$ cat config.mk
export PLATFORM = sky130hd
export DESIGN_NAME = input_conditioner
export DESIGN_NICKNAME = d
export VERILOG_FILES = /design/src/rtl/input_conditioner.sv
export SDC_FILE = /design/constraint.sdc
export NUM_CORES = 1
export LEC_CHECK = 0
export CORE_ASPECT_RATIO = 1.2
export CORE_MARGIN = 1.5
export CORE_UTILIZATION = 45
export DETAILED_ROUTE_END_ITERATION = 10
export GPL_ROUTABILITY_DRIVEN = 0
export PLACE_DENSITY = 0.63
export SLEW_MARGIN = 10
export SYNTH_ARGS = -nofsm -noshare
export SYNTH_HDL_FRONTEND = slang
export SYNTH_SLANG_ARGS = --single-unit
$ cat constraint.sdc
create_clock -name clk -period 3.93 [get_ports clk]
set_input_delay 0.5895 -clock clk [delete_from_list [all_inputs] [get_ports clk]]
set_output_delay 0.5895 -clock clk [all_outputs]
set_load 0.05 [all_outputs]
$ cat src/rtl/input_conditioner.sv
// Front-end conditioning for 5 buttons and 2 switches: 2-flop synchronizers, counter debounce,
// registered press strobes and per-channel timed auto-repeat on REP_MASK channels.
module input_conditioner #(
    parameter int unsigned DB_CYCLES  = 100000,
    parameter int unsigned REP_DELAY  = 5000000,
    parameter int unsigned REP_PERIOD = 1000000,
    parameter logic [4:0]  REP_MASK   = 5'b11000
) (
    input  logic       clk,
    input  logic       rst,
    input  logic [4:0] btn_raw,
    input  logic [1:0] sw_raw,
    output logic [4:0] btn_level,
    output logic [4:0] btn_pulse,
    output logic [1:0] sw_level
);

    localparam int unsigned NBTN    = 5;
    localparam int unsigned NCH     = 7;
    localparam int unsigned DB_W    = $clog2(DB_CYCLES + 1);
    localparam int unsigned REP_MAX = (REP_DELAY > REP_PERIOD) ? REP_DELAY : REP_PERIOD;
    localparam int unsigned REP_W   = $clog2(REP_MAX + 1);

    // Counters compare against N-1 so the change lands on the edge where the count would reach N.
    localparam logic [DB_W-1:0]  DB_LAST         = DB_W'(DB_CYCLES - 1);
    localparam logic [REP_W-1:0] REP_DELAY_LAST  = REP_W'(REP_DELAY - 1);
    localparam logic [REP_W-1:0] REP_PERIOD_LAST = REP_W'(REP_PERIOD - 1);

    typedef enum logic [1:0] {
        ST_IDLE,
        ST_DELAY,
        ST_REPEAT
    } rep_state_e;

    logic [NCH-1:0]  raw_all;
    logic [NCH-1:0]  sync1_q;
    logic [NCH-1:0]  sync2_q;
    logic [NCH-1:0]  stable_q;
    logic [NCH-1:0]  stable_d;
    logic [DB_W-1:0] db_cnt_q [NCH];
    logic [DB_W-1:0] db_cnt_d [NCH];
    logic [NBTN-1:0] rise;
    logic [NBTN-1:0] fall;
    logic [NBTN-1:0] rep_fire;
    logic [NBTN-1:0] pulse_q;
    logic [NBTN-1:0] pulse_d;

    assign raw_all = {sw_raw, btn_raw};

    // NOTE: sequential state uses non-blocking assignments so every flop samples pre-edge values.
    always_ff @(posedge clk) begin
        if (rst) begin
            sync1_q <= '0;
            sync2_q <= '0;
        end else begin
            sync1_q <= raw_all;
            sync2_q <= sync1_q;
        end
    end

    // NOTE: every always_comb output gets a default first, so no path can infer a latch.
    always_comb begin
        stable_d = stable_q;
        for (int i = 0; i < NCH; i++) begin
            db_cnt_d[i] = '0;
            if (sync2_q[i] != stable_q[i]) begin
                if (db_cnt_q[i] == DB_LAST) begin
                    stable_d[i] = sync2_q[i];
                end else begin
                    db_cnt_d[i] = db_cnt_q[i] + DB_W'(1);
                end
            end
        end
    end

    // NOTE: the counter array is small and control-relevant, so it is reset like any other state.
    always_ff @(posedge clk) begin
        if (rst) begin
            stable_q <= '0;
            for (int i = 0; i < NCH; i++) begin
                db_cnt_q[i] <= '0;
            end
        end else begin
            stable_q <= stable_d;
            for (int i = 0; i < NCH; i++) begin
                db_cnt_q[i] <= db_cnt_d[i];
            end
        end
    end

    assign rise = stable_d[NBTN-1:0] & ~stable_q[NBTN-1:0];
    assign fall = ~stable_d[NBTN-1:0] & stable_q[NBTN-1:0];

    for (genvar g = 0; g < NBTN; g++) begin : g_btn
        if (REP_MASK[g]) begin : g_rep
            rep_state_e       state_q;
            rep_state_e       state_d;
            logic [REP_W-1:0] cnt_q;
            logic [REP_W-1:0] cnt_d;
            logic             fire;

            always_comb begin
                state_d = state_q;
                cnt_d   = cnt_q;
                fire    = 1'b0;
                case (state_q)
                    ST_IDLE: begin
                        if (rise[g]) begin
                            state_d = ST_DELAY;
                            cnt_d   = '0;
                        end
                    end
                    ST_DELAY: begin
                        // A release wins over a due repeat pulse on the same edge.
                        if (fall[g]) begin
                            state_d = ST_IDLE;
                            cnt_d   = '0;
                        end else if (cnt_q == REP_DELAY_LAST) begin
                            fire    = 1'b1;
                            state_d = ST_REPEAT;
                            cnt_d   = '0;
                        end else begin
                            cnt_d = cnt_q + REP_W'(1);
                        end
                    end
                    ST_REPEAT: begin
                        if (fall[g]) begin
                            state_d = ST_IDLE;
                            cnt_d   = '0;
                        end else if (cnt_q == REP_PERIOD_LAST) begin
                            fire  = 1'b1;
                            cnt_d = '0;
                        end else begin
                            cnt_d = cnt_q + REP_W'(1);
                        end
                    end
                    default: begin
                        state_d = ST_IDLE;
                        cnt_d   = '0;
                    end
                endcase
            end

            always_ff @(posedge clk) begin
                if (rst) begin
                    state_q <= ST_IDLE;
                    cnt_q   <= '0;
                end else begin
                    state_q <= state_d;
                    cnt_q   <= cnt_d;
                end
            end

            assign rep_fire[g] = fire;
        end else begin : g_norep
            assign rep_fire[g] = 1'b0;
        end
    end

    // Registered so the strobe lines up with the cycle the debounced level first reads high.
    assign pulse_d = rise | rep_fire;

    always_ff @(posedge clk) begin
        if (rst) begin
            pulse_q <= '0;
        end else begin
            pulse_q <= pulse_d;
        end
    end

    assign btn_level = stable_q[NBTN-1:0];
    assign sw_level  = stable_q[NCH-1:NBTN];
    assign btn_pulse = pulse_q;

endmodule

==> results.sh, run 1 <==
export IMPL_grt_setup_unrepaired="no"
export IMPL_finalClockSkew_ns=0.0163
export IMPL_drive_gt1_share_pct=4.28
export IMPL_syn_instance_count=1081
export IMPL_clkSlewWorstSetupHoldPaths_ns=0.07
export IMPL_ys_flop_type="dfxtp_1"
export IMPL_timing_final_hold_violations=0
export IMPL_netlist_area_um2=8900
export IMPL_io_pins=21
export IMPL_ir_drop_mv=0.298
export IMPL_vias=7162
export IMPL_max_slew_margin_rel_pct=33.1
export IMPL_wl_met1_mm=8.21
export IMPL_antenna_cells=0
export IMPL_ys_types=50
export IMPL_min_path_type="flip-flop to flip-flop"
export IMPL_postCtsHoldBufs=0
export IMPL_start_kind="flip-flop"
export IMPL_hpwlAfterDp_mm=11.6
export IMPL_finalMaxSlewViolations=0
export IMPL_dieArea_um2=20600
export IMPL_die_width_um=131
export IMPL_crit_fanout=25
export IMPL_yosys_top_cells_area="dfxtp_1 (44%), nor2_1 (7.9%), xor2_1 (6.0%)"
export IMPL_fin_area_um2=9890
export IMPL_multi_input_area_um2=4720
export IMPL_route_detailed_drc=0
export IMPL_fin_nets=1108
export IMPL_synth_most_common_cell="dfxtp_1"
export IMPL_fillers=1969
export IMPL_cts_repair_resized=0
export IMPL_yosysWarnings=0
export IMPL_ant_nets=0
export IMPL_max_freq_ghz=0.364
export IMPL_yosys_register_bits=195
export IMPL_tightestPinTransition_ns=1.00
export IMPL_avgSynthCellArea_um2=8.23
export IMPL_drt_iter0_drc=346
export IMPL_p_leak_nw=3.11
export IMPL_grt_pass1_wl_mm=30.0
export IMPL_post_cts_setup_buffers=0
export IMPL_wl_met3_um=435
export IMPL_worstSetupEndpointType="flip-flop"
export IMPL_ys_seq_area_share_pct=43.9
export IMPL_synth_edf_count=0
export IMPL_numPortBuffers=20
export IMPL_drt_pre_antenna_iters=4
export IMPL_synth_top_cell_by_area="dfxtp_1"
export IMPL_power_density_nw_per_um2=389
export IMPL_syn_to_final_growth_pct=11.1
export IMPL_drv_cap=0
export IMPL_viasPerCell=5.27
export IMPL_setup_tns_ns=0
export IMPL_grt_max_degree=38
export IMPL_track_usage_pct=17.2
export IMPL_die_y_um=157
export IMPL_grt_ovfl_total=0
export IMPL_cts_buffer_depth=2
export IMPL_rows=56
export IMPL_status="completed"
export IMPL_syn_nets=1105
export IMPL_postRouteWirelength_mm=17.0
export IMPL_topRoutingLayerUsed="met4"
export IMPL_dpl_instance_area_um2=9300
export IMPL_antenna_found_initial=0
export IMPL_clkLatencyLatePin_ns=0.42
export IMPL_setup_viol=0
export IMPL_grt_pass1_vias=6684
export IMPL_htreeDepth=4
export IMPL_yosys_top_cells_count="dfxtp_1 (195), nor2_1 (187), nand3_1 (106)"
export IMPL_start_util_pct=45.7
export IMPL_core_area_um2=19500
export IMPL_period_share_pct=69.9
export IMPL_seq_area_um2=3900
export IMPL_cts_tree="built"
export IMPL_cp_data_arrival_time_ns=3.09
export IMPL_final_min_clock_period_ns=2.75
export IMPL_cts_root_buf="clkbuf_16"
export IMPL_cts_sinks=195
export IMPL_path_class="flip-flop to flip-flop"
export IMPL_cts_buffers=17
export IMPL_required_ns=4.27
export IMPL_async_reset_ff_share_pct=0
export IMPL_wl_met2_mm=8.28
export IMPL_wl_per_cell_um=12.5
export IMPL_synth_top_cell_area_share_pct=43.9
-- area by class of cell --
type                    instances  area share (%)
multi-input cells             816            47.7
flip-flops and latches        195            39.5
clock buffers                  20            4.42
well taps                     261            3.30
repair buffers                 27            2.51
clock inverters                12            1.57
inverters                      27            1.03
-- logic make-up (layout without fill, tap and decap cells) --
kind of cell | count (synthesis) | count (layout) | synth area share (%)
multiplexers | 6 | 6 | 0.675
adder cells (fa/ha/maj) | 15 | 15 | 2.11
AO/OA/AOI/OAI | 104 | 104 | 7.13
flip-flops | 195 | 195 | 43.9
AND/OR/NAND/NOR | 581 | 581 | 32.2
XOR/XNOR | 110 | 110 | 10.8
buffers and inverters | 70 | 86 | 3.21
-- per-stage QoR --
step / worst slack (ns) / utilization (%) / hold slack, ns / cells / power (mW)
global route: 0.864 / 50.8 / 0.453 / 1358 / 4.00
global placement: 1.30 / 47.7 / 0.418 / 1326 / 2.15
floorplan: 1.91 / - / 0.414 / 1081 / 2.11
CTS: 1.18 / 50.8 / 0.437 / 1358 / 3.91
finish: 1.18 / 50.8 / 0.436 / 1358 / 3.85
detailed placement: 1.22 / 47.7 / 0.420 / 1326 / 2.15
-- worst max-delay path, stage by stage (launching register included) --
cell and delay (ns):
dfxtp_1 0.33, ha_1 0.23, and4_1 0.22, nand4_1 0.32
o21ai_1 0.17, a21oi_2 0.76, buf_4 0.35, nand3_1 0.09
a31oi_1 0.17
-- power breakdown --
part / internal [mW] / switching (mW) / total (mW) / leakage [nW]
combinational: 0.0318 / 0.0760 / 0.108 / 1.25
clock: 1.01 / 0.744 / 1.75 / 0.285
sequential: 1.99 / 0.00675 / 1.99 / 1.57
-- registers in the layout, indices dropped and copies added, names as in the netlist --
| signal | cells |
|---|---|
| db_cnt_q | 119 |
| g_btn.g_rep.cnt_q | 46 |
| stable_q | 7 |
| sync1_q | 7 |
| sync2_q | 7 |
| btn_pulse | 5 |
| g_btn.g_rep.state_q | 4 |
-- worst paths after layout --
check / startpoint / endpoint / slack (ns) / depth (start not counted)
setup reg to reg: db_cnt_q[3][0] / g_btn[3].g_rep.cnt_q[9] / 1.18 / 8
hold reg to reg: sync1_q[6] / sync2_q[6] / 0.44 / 1
setup / recovery: db_cnt_q[3][0] / g_btn[3].g_rep.cnt_q[9] / 1.18 / 8
hold / removal: sync1_q[6] / sync2_q[6] / 0.44 / 1
-- metal layers --
metal  vias up  track usage (%)
met1      3332             21.0
met2        74             30.7
met4         0             5.24
met3         7             3.51
met5         -                0
li1       3749                -
-- placed cells by master, fill, tap and decap left out, types with 17 or more instances in the layout --
cell,synthesis,layout
xnor2_1,49,49
clkdlybuf4s50_1,0,19
nand2_1,102,102
inv_1,27,27
dfxtp_1,195,195
xor2_1,61,61
and3_1,29,29
a21oi_1,24,22
nor2_1,187,187
nand4_1,36,36
nor3_1,30,30
clkbuf_16,0,17
a31oi_1,42,42
nand3_1,106,106
Note: power is estimated with default switching activity, not from simulation.
==> inputs of run 2 (changes only) <==
--- a/config.mk
+++ b/config.mk
@@ -10,7 +10,7 @@
 export CORE_UTILIZATION = 45
 export DETAILED_ROUTE_END_ITERATION = 10
 export GPL_ROUTABILITY_DRIVEN = 0
-export PLACE_DENSITY = 0.63
+export PLACE_DENSITY = 0.65
 export SLEW_MARGIN = 10
 export SYNTH_ARGS = -nofsm -noshare
 export SYNTH_HDL_FRONTEND = slang
==> constraint.sdc (replaced) <==
create_clock -name clk -period 2.3 [get_ports clk]
set_input_delay 0.345 -clock clk [delete_from_list [all_inputs] [get_ports clk]]
set_output_delay 0.345 -clock clk [all_outputs]
set_load 0.05 [all_outputs]
==> results.sh, run 2 (synthesis gave the netlist of run 1 again) <==
export IMPL_crit_fanout=12
export IMPL_clkLatencyLatePin_ns=0.43
export IMPL_antenna_cells=0
export IMPL_finalClockSkew_ns=0.00841
export IMPL_grt_max_degree=34
export IMPL_wl_per_cell_um=12.6
export IMPL_route_detailed_drc=0
export IMPL_worstSetupEndpointType="flip-flop"
export IMPL_fillers=1899
export IMPL_period_share_pct=92.4
export IMPL_setup_tns_ns=0
export IMPL_grt_ovfl_total=0
export IMPL_hpwlAfterDp_mm=12.0
export IMPL_final_cell_mix="dfxtp_1 (195), nor2_1 (187), nand3_1 (106)"
export IMPL_rows=56
export IMPL_max_stage_delay_ns=0.38
export IMPL_slowest_stage="dfxtp_1"
export IMPL_timing_final_hold_violations=0
export IMPL_cts_tree="built"
export IMPL_topRoutingLayerUsed="met4"
export IMPL_grt_setup_unrepaired="no"
export IMPL_track_usage_pct=17.9
export IMPL_path_class="flip-flop to flip-flop"
export IMPL_total_power_mw=6.80
export IMPL_largest_reg_flops=119
export IMPL_grt_pass1_vias=7023
export IMPL_dieArea_um2=20600
export IMPL_seq_power_share_pct=50.1
export IMPL_vias=7413
export IMPL_ant_nets=0
export IMPL_comb_power_share_pct=3.3
export IMPL_ir_drop_mv=0.462
export IMPL_crit_chain="ha_1 -> and4_1 -> nand4_2 -> o21a_1 -> buf_4 -> nor4_1 -> o21ai_1 -> a21oi_1"
export IMPL_die_width_um=131
export IMPL_postRouteWirelength_mm=17.5
export IMPL_p_leak_nw=3.32
export IMPL_r2r_slack_ns=0.17
export IMPL_utilization_pct=52.6
export IMPL_dpl_instance_area_um2=9570
export IMPL_min_from="rst"
export IMPL_power_density_nw_per_um2=664
export IMPL_syn_to_final_growth_pct=15.1
export IMPL_postCtsHoldBufs=0
export IMPL_multi_input_area_um2=4750
export IMPL_final_min_clock_period_ns=2.13
export IMPL_cts_buffers=17
export IMPL_largest_registers="db_cnt_q x119, g_btn.g_rep.cnt_q x46"
export IMPL_wl_met3_um=456
export IMPL_r2r_end="g_btn[4].g_rep.cnt_q[5]"
export IMPL_start_util_pct=45.7
export IMPL_top_register="db_cnt_q"
export IMPL_rr_worst_depth=8
export IMPL_reg2reg_from="db_cnt_q[4][0]"
export IMPL_max_slew_margin_rel_pct=53.5
export IMPL_drv_cap=0
export IMPL_seq_area_um2=3900
export IMPL_wl_met1_mm=8.12
export IMPL_layout_cells_most_common="dfxtp_1"
export IMPL_min_path_cells=2
export IMPL_netSwitchingFraction_pct=21.4
export IMPL_fin_nets=1141
export IMPL_cp_data_arrival_time_ns=2.49
export IMPL_p_sw_mw=1.45
export IMPL_die_y_um=157
export IMPL_cts_sinks=195
export IMPL_tightestPinTransition_ns=0.698
export IMPL_htreeDepth=4
export IMPL_path_delay_family="simple AND/OR/NAND/NOR gates"
export IMPL_required_ns=2.67
export IMPL_drt_pre_antenna_iters=5
export IMPL_min_to="stable_q[6]"
export IMPL_power_frac_clock_pct=46.6
export IMPL_finalMaxSlewViolations=0
export IMPL_setup_viol=0
export IMPL_grt_pass1_wl_mm=31.1
export IMPL_max_freq_ghz=0.470
export IMPL_core_area_um2=19500
export IMPL_start_kind="flip-flop"
export IMPL_clkSlewWorstSetupHoldPaths_ns=0.07
export IMPL_p_int_mw=5.35
export IMPL_drt_iter0_drc=375
export IMPL_status="completed"
export IMPL_viasPerCell=5.33
export IMPL_numPortBuffers=20
export IMPL_drive_gt1_share_pct=7.52
export IMPL_antenna_found_initial=0
export IMPL_min_path_type="input port to flip-flop"
export IMPL_io_pins=21
export IMPL_wl_met2_mm=8.64
export IMPL_cts_buffer_depth=2
export IMPL_fin_area_um2=10200
export IMPL_cts_root_buf="clkbuf_16"
export IMPL_cp_buffers_inverters=1
## run 2: worst max-delay path by stage
| stage | startpoint | endpoint | slack, ns | depth (start not counted) |
|---|---|---|---|---|
| after floorplan | g_btn[4].g_rep.cnt_q[0] | g_btn[4].g_rep.cnt_q[12] | 0.28 | 9 |
| after global placement | g_btn[3].g_rep.cnt_q[12] | g_btn[3].g_rep.state_q[1] | 0.24 | 6 |
| after detailed placement | g_btn[3].g_rep.cnt_q[0] | g_btn[3].g_rep.state_q[1] | 0.20 | 7 |
| after CTS | db_cnt_q[4][0] | g_btn[4].g_rep.cnt_q[5] | 0.17 | 8 |
| after global routing | g_btn[4].g_rep.cnt_q[0] | g_btn[4].g_rep.cnt_q[12] | 0.001 | 8 |
| final | db_cnt_q[4][0] | g_btn[4].g_rep.cnt_q[5] | 0.17 | 8 |
## run 2: per-layer routing
layer / vias up / track usage (%)
met5: - / 0
met4: 0 / 6.61
met3: 21 / 3.83
met2: 90 / 32.1
met1: 3485 / 21.1
li1: 3817 / -
## run 2: repair_timing
action,in CTS,in global routing
gates resized for setup,0,5
setup endpoints to repair,0,9
setup buffers,0,0
## run 2: cell type report
| type | instances | area share, % |
|---|---|---|
| clock buffers | 23 | 4.86 |
| well taps | 261 | 3.19 |
| repair buffers | 60 | 5.08 |
| multi-input cells | 816 | 46.4 |
| inverters | 27 | 0.990 |
| flip-flops and latches | 195 | 38.1 |
| clock inverters | 9 | 1.38 |
## run 2: power by group through the flow
stage | Combinational, mW | Clock [mW] | Sequential [mW]
after floorplan | 0.133 | 0 | 3.48
after global placement | 0.214 | 0 | 3.48
after detailed placement | 0.214 | 0 | 3.48
after CTS | 0.215 | 3.25 | 3.41
after global routing | 0.248 | 3.40 | 3.41
final | 0.222 | 3.17 | 3.41
## run 2: stage by stage
stage | cells | setup WS [ns] | hold slack [ns]
after global routing | 1391 | 0.00139 | 0.459
after detailed placement | 1359 | 0.203 | 0.426
after floorplan | 1081 | 0.275 | 0.414
after global placement | 1359 | 0.238 | 0.421
final | 1391 | 0.174 | 0.439
after CTS | 1391 | 0.173 | 0.430
